$ cat config.mk
export PLATFORM = sky130hd
export DESIGN_NAME = ili9341_spi_receiver
export DESIGN_NICKNAME = d
export VERILOG_FILES = /design/src/rtl/ili9341_spi_receiver.sv
export SDC_FILE = /design/constraint.sdc
export NUM_CORES = 1
export LEC_CHECK = 0
export CELL_PAD_IN_SITES_DETAIL_PLACEMENT = 0
export CELL_PAD_IN_SITES_GLOBAL_PLACEMENT = 1
export CORE_ASPECT_RATIO = 1.2
export CORE_MARGIN = 2
export CORE_UTILIZATION = 40
export CTS_BUF_LIST = sky130_fd_sc_hd__clkbuf_4
export DETAILED_ROUTE_END_ITERATION = 8
export PLACE_DENSITY = 0.75
export SLEW_MARGIN = 20
export SYNTH_ARGS = -nofsm -noshare
export SYNTH_HDL_FRONTEND = slang
export SYNTH_SLANG_ARGS = --single-unit
$ cat constraint.sdc
create_clock -name clk -period 4.5 [get_ports clk]
set_input_delay 0.9 -clock clk [delete_from_list [all_inputs] [get_ports clk]]
set_output_delay 0.9 -clock clk [all_outputs]
set_load 0.005 [all_outputs]
$ cat src/rtl/ili9341_spi_receiver.sv
`default_nettype none
// ============================================================================
// Module   : ili9341_spi_receiver
// Brief    : Decodes the ILI9341 SPI stream (CASET/PASET/RAMWR) into pixels.
// Revision : 1.0 - initial release
// ============================================================================
module ili9341_spi_receiver #(
  parameter int H_RES = 240,
  parameter int V_RES = 240
) (
  input  logic        clk,
  input  logic        rst,
  input  logic        spi_sck,
  input  logic        spi_mosi,
  input  logic        spi_cs,
  input  logic        spi_dc,
  output logic        cmd_valid,
  output logic [7:0]  cmd_code,
  output logic        pix_valid,
  output logic [15:0] pix_data,
  output logic [8:0]  pix_x,
  output logic [8:0]  pix_y,
  output logic        frame_done,
  output logic        win_err
);

  localparam logic [7:0]  CMD_CASET = 8'h2A;
  localparam logic [7:0]  CMD_PASET = 8'h2B;
  localparam logic [7:0]  CMD_RAMWR = 8'h2C;
  localparam logic [15:0] H_LIMIT   = 16'(H_RES);
  localparam logic [15:0] V_LIMIT   = 16'(V_RES);
  localparam logic [8:0]  H_LAST    = 9'(H_RES - 1);
  localparam logic [8:0]  V_LAST    = 9'(V_RES - 1);

  typedef enum logic [1:0] {
    ST_IDLE  = 2'd0,
    ST_CASET = 2'd1,
    ST_PASET = 2'd2,
    ST_RAMWR = 2'd3
  } state_t;

  // Synchronizer lanes: [0]=sck, [1]=mosi, [2]=cs, [3]=dc
  logic [3:0] sync1_q, sync2_q;
  logic       sck_prev_q;
  logic       sck_s, mosi_s, cs_s, dc_s, sck_rise;

  state_t      state_q, state_d;
  logic [6:0]  shift_q, shift_d;
  logic [2:0]  bit_cnt_q, bit_cnt_d;
  logic [2:0]  param_idx_q, param_idx_d;
  logic [23:0] param_buf_q, param_buf_d;
  logic        hi_pending_q, hi_pending_d;
  logic [7:0]  hi_byte_q, hi_byte_d;
  logic [8:0]  col_start_q, col_start_d, col_end_q, col_end_d;
  logic [8:0]  row_start_q, row_start_d, row_end_q, row_end_d;
  logic [8:0]  col_ptr_q, col_ptr_d, row_ptr_q, row_ptr_d;
  logic        cmd_valid_q, cmd_valid_d;
  logic [7:0]  cmd_code_q, cmd_code_d;
  logic        pix_valid_q, pix_valid_d;
  logic [15:0] pix_data_q, pix_data_d;
  logic [8:0]  pix_x_q, pix_x_d, pix_y_q, pix_y_d;
  logic        frame_done_q, frame_done_d;
  logic        win_err_q, win_err_d;

  logic        byte_done;
  logic [7:0]  rx_byte;
  logic [15:0] win_start, win_end;

  assign sck_s    = sync2_q[0];
  assign mosi_s   = sync2_q[1];
  assign cs_s     = sync2_q[2];
  assign dc_s     = sync2_q[3];
  assign sck_rise = sck_s & ~sck_prev_q;

  // The 4th window parameter arrives as rx_byte; the first three sit in param_buf.
  assign rx_byte   = {shift_q, mosi_s};
  assign win_start = param_buf_q[23:8];
  assign win_end   = {param_buf_q[7:0], rx_byte};

  always_comb begin
    state_d      = state_q;
    shift_d      = shift_q;
    bit_cnt_d    = bit_cnt_q;
    param_idx_d  = param_idx_q;
    param_buf_d  = param_buf_q;
    hi_pending_d = hi_pending_q;
    hi_byte_d    = hi_byte_q;
    col_start_d  = col_start_q;
    col_end_d    = col_end_q;
    row_start_d  = row_start_q;
    row_end_d    = row_end_q;
    col_ptr_d    = col_ptr_q;
    row_ptr_d    = row_ptr_q;
    cmd_code_d   = cmd_code_q;
    pix_data_d   = pix_data_q;
    pix_x_d      = pix_x_q;
    pix_y_d      = pix_y_q;
    cmd_valid_d  = 1'b0;
    pix_valid_d  = 1'b0;
    frame_done_d = 1'b0;
    win_err_d    = 1'b0;
    byte_done    = 1'b0;

    if (cs_s) begin
      bit_cnt_d = 3'd0;
    end else if (sck_rise) begin
      shift_d   = rx_byte[6:0];
      bit_cnt_d = bit_cnt_q + 3'd1;
      byte_done = (bit_cnt_q == 3'd7);
    end

    if (byte_done) begin
      if (!dc_s) begin
        cmd_code_d   = rx_byte;
        cmd_valid_d  = 1'b1;
        param_idx_d  = 3'd0;
        hi_pending_d = 1'b0;
        case (rx_byte)
          CMD_CASET: state_d = ST_CASET;
          CMD_PASET: state_d = ST_PASET;
          CMD_RAMWR: begin
            state_d   = ST_RAMWR;
            col_ptr_d = col_start_q;
            row_ptr_d = row_start_q;
          end
          default:   state_d = ST_IDLE;
        endcase
      end else begin
        case (state_q)
          ST_CASET, ST_PASET: begin
            if (param_idx_q < 3'd3) begin
              param_buf_d = {param_buf_q[15:0], rx_byte};
              param_idx_d = param_idx_q + 3'd1;
            end else if (param_idx_q == 3'd3) begin
              param_idx_d = 3'd4;
              if (state_q == ST_CASET) begin
                if (win_start <= win_end && win_end < H_LIMIT) begin
                  col_start_d = win_start[8:0];
                  col_end_d   = win_end[8:0];
                end else begin
                  win_err_d = 1'b1;
                end
              end else begin
                if (win_start <= win_end && win_end < V_LIMIT) begin
                  row_start_d = win_start[8:0];
                  row_end_d   = win_end[8:0];
                end else begin
                  win_err_d = 1'b1;
                end
              end
            end
          end
          ST_RAMWR: begin
            if (!hi_pending_q) begin
              hi_byte_d    = rx_byte;
              hi_pending_d = 1'b1;
            end else begin
              hi_pending_d = 1'b0;
              pix_valid_d  = 1'b1;
              pix_data_d   = {hi_byte_q, rx_byte};
              pix_x_d      = col_ptr_q;
              pix_y_d      = row_ptr_q;
              if (col_ptr_q == col_end_q) begin
                col_ptr_d = col_start_q;
                if (row_ptr_q == row_end_q) begin
                  row_ptr_d    = row_start_q;
                  frame_done_d = 1'b1;
                end else begin
                  row_ptr_d = row_ptr_q + 9'd1;
                end
              end else begin
                col_ptr_d = col_ptr_q + 9'd1;
              end
            end
          end
          default: ;
        endcase
      end
    end
  end

  always_ff @(posedge clk) begin
    if (rst) begin
      sync1_q      <= 4'd0;
      sync2_q      <= 4'd0;
      sck_prev_q   <= 1'b0;
      state_q      <= ST_IDLE;
      shift_q      <= 7'd0;
      bit_cnt_q    <= 3'd0;
      param_idx_q  <= 3'd0;
      param_buf_q  <= 24'd0;
      hi_pending_q <= 1'b0;
      hi_byte_q    <= 8'd0;
      col_start_q  <= 9'd0;
      col_end_q    <= H_LAST;
      row_start_q  <= 9'd0;
      row_end_q    <= V_LAST;
      col_ptr_q    <= 9'd0;
      row_ptr_q    <= 9'd0;
      cmd_valid_q  <= 1'b0;
      cmd_code_q   <= 8'd0;
      pix_valid_q  <= 1'b0;
      pix_data_q   <= 16'd0;
      pix_x_q      <= 9'd0;
      pix_y_q      <= 9'd0;
      frame_done_q <= 1'b0;
      win_err_q    <= 1'b0;
    end else begin
      sync1_q      <= {spi_dc, spi_cs, spi_mosi, spi_sck};
      sync2_q      <= sync1_q;
      sck_prev_q   <= sck_s;
      state_q      <= state_d;
      shift_q      <= shift_d;
      bit_cnt_q    <= bit_cnt_d;
      param_idx_q  <= param_idx_d;
      param_buf_q  <= param_buf_d;
      hi_pending_q <= hi_pending_d;
      hi_byte_q    <= hi_byte_d;
      col_start_q  <= col_start_d;
      col_end_q    <= col_end_d;
      row_start_q  <= row_start_d;
      row_end_q    <= row_end_d;
      col_ptr_q    <= col_ptr_d;
      row_ptr_q    <= row_ptr_d;
      cmd_valid_q  <= cmd_valid_d;
      cmd_code_q   <= cmd_code_d;
      pix_valid_q  <= pix_valid_d;
      pix_data_q   <= pix_data_d;
      pix_x_q      <= pix_x_d;
      pix_y_q      <= pix_y_d;
      frame_done_q <= frame_done_d;
      win_err_q    <= win_err_d;
    end
  end

  assign cmd_valid  = cmd_valid_q;
  assign cmd_code   = cmd_code_q;
  assign pix_valid  = pix_valid_q;
  assign pix_data   = pix_data_q;
  assign pix_x      = pix_x_q;
  assign pix_y      = pix_y_q;
  assign frame_done = frame_done_q;
  assign win_err    = win_err_q;

endmodule
`default_nettype wire

==> metrics.txt, run 1 <==
first-pass GRT wire length 26700 um; asr flop ratio synth 0%; cts repair resizes 0; relative slew slack 37.9%; CTS root buffer clkbuf_4; CTS buffer count 17; Hold Fails Final Rpt 0; Final TNS setup 0 ns; Ys Warns 0; IO Count 52; Netlist Area Pre-Place 6750 um2; unrepaired setup endpoints after global routing false; Yosys reg bits 157; clock skew 0.0221 ns; area grow syn2layout 14.2%; H-tree depth 4; Tot GR Track Use 19.2%; crit-path cells inv_1 -> ha_1 -> nand2_1 -> nor4_1 -> a21boi_0 -> o31a_1 -> or3_1 -> mux2i_1; DRT Pass-1 Iters 5; Final min period 3.44 ns; Clock Latency Late Sink 0.57 ns; Avg Cell Area, Syn 8.11 um2; WP buf/inv 1; final net count 878; Worst path slowest cell o31a_1; Critical Path RT 4.99 ns; core area 16700 um2; clk slew on worst S/H paths 0.13 ns; vias after detailed routing 5612; Routed WL per cell 15.3 um; Routability Congestion 0.827; initial core utilization 40.3%; Final Core Density 46.1%; post-CTS setup buffers 0; width of the die 123 um; largest net degree at the start of global routing 72; Max Slew Vio Count 0; Die H 146 um; startpoint types flop; Synth Net Count 862; commonest register cell after synthesis dfxtp_1; CP Max Fanout 23; maxcap violations 0; Fillers 1644; post-route ant nets 0; DPL Wire Length 11400 um; DR iter-0 viols 368; critical path's largest stage delay 0.69 ns; Least-Margin Pin Slew 0.927 ns; critical path capture point type flop; Syn Inst Count 832; Final Setup Violations 0; initial antenna violation count 1; peak supply drop 0.144 mV; IO Port Bufs 51; final cycle utilization of the critical path 76.4%; vias in the first global route 5400; TritonCTS clock tree done; Setup CP Type reg2reg; number of synthesized flops with an enable pin 0; CTS Sinks 157; Hold Crit Class reg2reg; die area 17900 um2; pwr/cell area 321 nW/um2; DRC viols 0; grt total ovfl 0; layout cells sized above 1 5.34%; hold_buf cts 0; Leak 0.00261 uW; fmax 0.291 GHz; CP delay by family, top compound AO/OA/AOI/OAI gates; Placement Rows 52; status complete, no violations; distinct cell type count of the synthesized netlist 41; post-synthesis sequential area ratio 46.6%; crit path DAT 3.93 ns; final WL 16500 um; Vias per Instance 5.21; Longest Clk Path Bufs 2
## stage by stage
step	cells	worst slack [ns]	hold WS (ns)	power (uW)	area [um2]
after global placement	1045	1.29	0.428	1480	7340
after detailed placement	1045	1.10	0.433	1480	7350
after global routing	1078	0.771	0.469	2560	7700
after floorplan	832	2.05	0.414	1470	6750
after CTS	1077	1.06	0.460	2500	7700
final	1078	1.06	0.453	2470	7700
## power by group
part / switching (uW) / total [uW] / internal (uW)
combinational: 40.3 / 54.0 / 13.7
sequential: 5.68 / 1400 / 1390
clock: 511 / 1020 / 505
## flip-flops by register name, summed over array words and instances (netlist names), 2 cells and up
name	cells
cmd_code	8
col_end_q	9
row_ptr_q	9
bit_cnt_q	3
col_start_q	9
pix_data	16
col_ptr_q	9
pix_x	9
row_end_q	9
sync2_q	4
pix_y	9
row_start_q	9
param_idx_q	3
state_q	2
shift_q	7
sync1_q	4
param_buf_q	24
hi_byte_q	8
## cell families (layout without fill, tap and decap cells)
family                     after synthesis  in the layout  synth area share, %
and+or+nand+nor                        336            336                 22.7
muxes                                   27             27                 4.03
AOI/OAI and AO/OA                      179            179                 14.1
buffers and inverters                   85            114                 4.95
xor gates and xnor gates                24             24                 3.12
adders and majority gates               24             24                 4.45
DFF                                    157            157                 46.6
other                                    0              1                    0
## cells in the mapped netlist, drive strengths merged (2+ instances only)
cell,count,area (um2)
dfxtp,157,3140
nand2,152,571
a21oi,119,596
nor2,69,259
clkbuf,51,191
nand3,37,185
o21ai,36,180
mux2i,26,260
inv,25,93.8
ha,24,300
xnor2,22,193
nor2b,19,119
nand4,10,62.6
nor3,10,50.1
buf,9,48.8
nor4,8,65.1
a31oi,6,37.5
nor3b,6,45.0
a211oi,5,37.5
and3,5,31.3
nand2b,4,25.0
o31ai,4,30.0
or3,4,25.0
and2,3,18.8
a21o,2,15.0
and3b,2,17.5
nand4bb,2,22.5
o32ai,2,17.5
or2,2,12.5
or4,2,15.0
xor2,2,17.5
## worst paths after layout
| path | start | to | slack (ns) | cells past startpoint |
|---|---|---|---|---|
| max | shift_q[3] | row_end_q[0] | 1.06 | 8 |
| min | sync1_q[1] | sync2_q[1] | 0.45 | 1 |
| max reg2reg | shift_q[3] | row_end_q[0] | 1.06 | 8 |
| min reg2reg | sync1_q[1] | sync2_q[1] | 0.45 | 1 |
## layout by cell type, fill, tap and decap left out, types with 2 or more instances in the layout
cell type        Yosys  final
dfxtp_1            157    157
nand2_1            152    152
a21oi_1            119    119
nor2_1              69     68
clkdlybuf4s50_1      0     50
nand3_1             37     37
o21ai_0             36     36
mux2i_1             26     26
inv_1               25     25
ha_1                24     24
xnor2_1             22     22
nor2b_1             19     19
clkbuf_4             0     18
nor3_1              10     10
nand4_1             10     10
nor4_1               7      7
buf_4                0      7
a31oi_1              6      6
nor3b_1              6      6
a211oi_1             5      5
and3_1               5      5
bufinv_16            0      5
nand2b_1             4      4
or3_1                4      4
and2_1               3      3
inv_6                0      3
and3b_1              2      2
nand4bb_1            2      2
xor2_1               2      2
o31ai_1              4      2
or4_1                2      2
or2_2                2      2
o32ai_1              2      2
a21o_1               2      2
clkinv_2             0      2
clkinvlp_4           0      2
## routing by layer
layer | wire, um | track usage (%)
met2 | 8140 | 32.2
met1 | 7230 | 23.0
met4 | 532 | 9.20
met5 | 0 | 0
met3 | 635 | 4.14
## layout make-up
cell class	instances	area [um2]	area share, %
antenna	1	2.50	0.0325
clock buffer	18	135	1.75
timing repair buffer	57	553	7.18
tap	216	270	3.51
multi-input combinational	590	3290	42.7
inverter	25	93.8	1.22
sequential	157	3140	40.8
clock inverter	14	214	2.78
## worst register-to-register path: cells and delay by family (launching register included)
| kind | cells | cell delay, ns |
|---|---|---|
| DFF | 1 | 0.68 |
| and+or+nand+nor | 3 | 0.89 |
| AOI/OAI and AO/OA | 2 | 1.14 |
| buffers and inverters | 1 | 0.13 |
| adders and majority gates | 1 | 0.30 |
| muxes | 1 | 0.23 |
Note: power is estimated with default switching activity, not from simulation.
==> run 2, diff against run 1 <==
Clock period 4.5 ns to 3.34 ns, I/O delays scaled along.
==> metrics.txt, run 2 (synthesis gave the netlist of run 1 again) <==
DR iter-0 viols 354 (-3.8%); Clock Power Share 39.9% (-1.2 points); crit-path cells inv_1 -> ha_1 -> nand4_1 -> nor4_1 -> a21boi_0 -> o31a_1 -> or3_1 -> mux2i_1; area grow syn2layout 15.3%; Combinational Power Share 2.5% (+0.3 points); crit path DAT 3.40 ns (-0.53 ns); dpl ws 0.469 ns (-0.634 ns); Critical Path RT 3.84 ns (-1.15 ns); most common cell after layout, fill and taps aside dfxtp_1; core area 16700 um2 (unchanged); cells on worst reg2reg path 8 (unchanged); Routability Congestion 0.918 (+11%); Final Setup Violations 0 (unchanged); final net count 890 (+1.4%); unrepaired setup endpoints after global routing false; vias after detailed routing 5674 (+1.1%); largest net degree at the start of global routing 82 (+14%); CP Max Fanout 13 (-43%); final cycle utilization of the critical path 86.9% (+10 points); post-CTS setup buffers 0 (unchanged); Final min period 2.90 ns (-0.536 ns); clk slew on worst S/H paths 0.13 ns (about the same); relative slew slack 37.8% (-0.075 points); DRT Pass-1 Iters 7 (+2); layout cells sized above 1 6.64% (+1.3 points); width of the die 123 um (unchanged); Tot GR Track Use 19.4% (+0.19 points); Max Slew Vio Count 0 (unchanged); Die H 146 um (unchanged); switching power share of the total 23.0% (+0.42 points); Clock Latency Late Sink 0.57 ns (about the same); critical path's largest stage delay 0.49 ns (-0.20 ns); first-pass GRT wire length 27100 um (+1.5%); Final WS setup 0.437 ns (-0.624 ns); cts repair resizes 0 (unchanged); initial antenna violation count 1 (unchanged); hold_buf cts 0 (unchanged); Largest Register param_buf_q; DPL Wire Length 11900 um (+4.9%); Leak 0.00266 uW (+2.1%); final WL 16800 um (+1.4%); critical path capture point type flop; Seq pwr share 57.6% (+0.9 points); commonest non-fill, non-tap cells in the layout 157 x dfxtp_1, 152 x nand2_1, 119 x a21oi_1; Hold Crit Class reg2reg; CP delay by family, top simple AND/OR/NAND/NOR gates; clock skew 0.0248 ns (+0.00276 ns); Sw Pwr 751 uW (+35%); Placement Rows 52 (unchanged); Final TNS setup 0 ns (unchanged); hold path cells 1 (unchanged); Setup CP Type reg2reg; IO Count 52 (unchanged); storage element area 3140 um2 (unchanged); Hold Fails Final Rpt 0 (unchanged); Int Pwr 2520 uW (+32%); DRC viols 0 (unchanged); Vias per Instance 5.20 (about the same); status complete, no violations; Fillers 1622 (-1.3%); total power 3270 uW (+32%); CTS Sinks 157 (unchanged); Routed WL per cell 15.4 um (+0.21%); WP buf/inv 1 (unchanged); post-route ant nets 0 (unchanged); initial core utilization 40.3% (unchanged); Worst path depth 8 (unchanged); peak supply drop 0.218 mV (+51%); Least-Margin Pin Slew 0.928 ns (+0.00111 ns); Worst path slowest cell o31a_1; TritonCTS clock tree done; startpoint types flop; H-tree depth 4 (unchanged); Multi-input gate area 3280 um2 (-0.27%); vias in the first global route 5537 (+2.5%); IO Port Bufs 51 (unchanged); fmax 0.344 GHz (+18%); pwr/cell area 420 nW/um2 (+31%); CTS buffer count 17 (unchanged); max reg flops 24 (unchanged); CTS root buffer clkbuf_4; maxcap violations 0 (unchanged); die area 17900 um2 (unchanged); grt total ovfl 0 (unchanged); Longest Clk Path Bufs 2 (unchanged)
-- run 2: cell types whose count changed in the layout (fill, tap and decap cells not counted), sizes merged --
| cell | before | now |
|---|---|---|
| diode | 1 | 2 |
| bufinv | 5 | 4 |
| buf | 7 | 19 |
| clkbuf | 18 | 19 |
-- run 2: worst paths after layout --
check,end,slack [ns],startpoint
worst min register to register,sync2_q[0],0.45,sync1_q[0]
worst max-delay path,row_end_q[7],0.44,param_buf_q[7]
worst max register to register,row_end_q[7],0.44,param_buf_q[7]
worst min-delay path,sync2_q[0],0.45,sync1_q[0]
-- run 2: power groups by stage --
stage | sequential (uW) | clock [uW] | combinational (uW)
after floorplan | 1920 | 0 | 55.8
after global placement | 1920 | 0 | 82.5
after detailed placement | 1920 | 0 | 83.7
after CTS | 1880 | 1340 | 83.7
after global routing | 1880 | 1420 | 90.8
final | 1880 | 1300 | 82.9
-- run 2: routing by layer --
metal / GRT usage (%) / vias up / wire, um / part of all wire (%)
li1: - / 2873 / - / -
met1: 23.0 / 2654 / 7370 / 44
met2: 33.2 / 114 / 8320 / 50
met3: 3.79 / 33 / 607 / 3.6
met4: 9.20 / 0 / 469 / 2.8
met5: 0 / - / 0 / 0
-- run 2: cell type report --
cell class / count / area share, %
antenna: 2 / 0.0643
clock buffer: 19 / 1.83
clock inverter: 13 / 2.41
inverter: 25 / 1.21
multi-input combinational: 590 / 42.2
sequential: 157 / 40.4
tap: 216 / 3.47
timing repair buffer: 69 / 8.43
-- run 2: metrics by stage --
| step | util (%) | hold WS (ns) | instances | instance area (um2) |
|---|---|---|---|---|
| global placement | 44.5 | 0.434 | 1057 | 7440 |
| floorplan | - | 0.414 | 832 | 6750 |
| CTS | 46.5 | 0.463 | 1089 | 7770 |
| global route | 46.5 | 0.470 | 1091 | 7780 |
| detailed placement | 44.5 | 0.438 | 1057 | 7440 |
| finish | 46.5 | 0.450 | 1091 | 7780 |
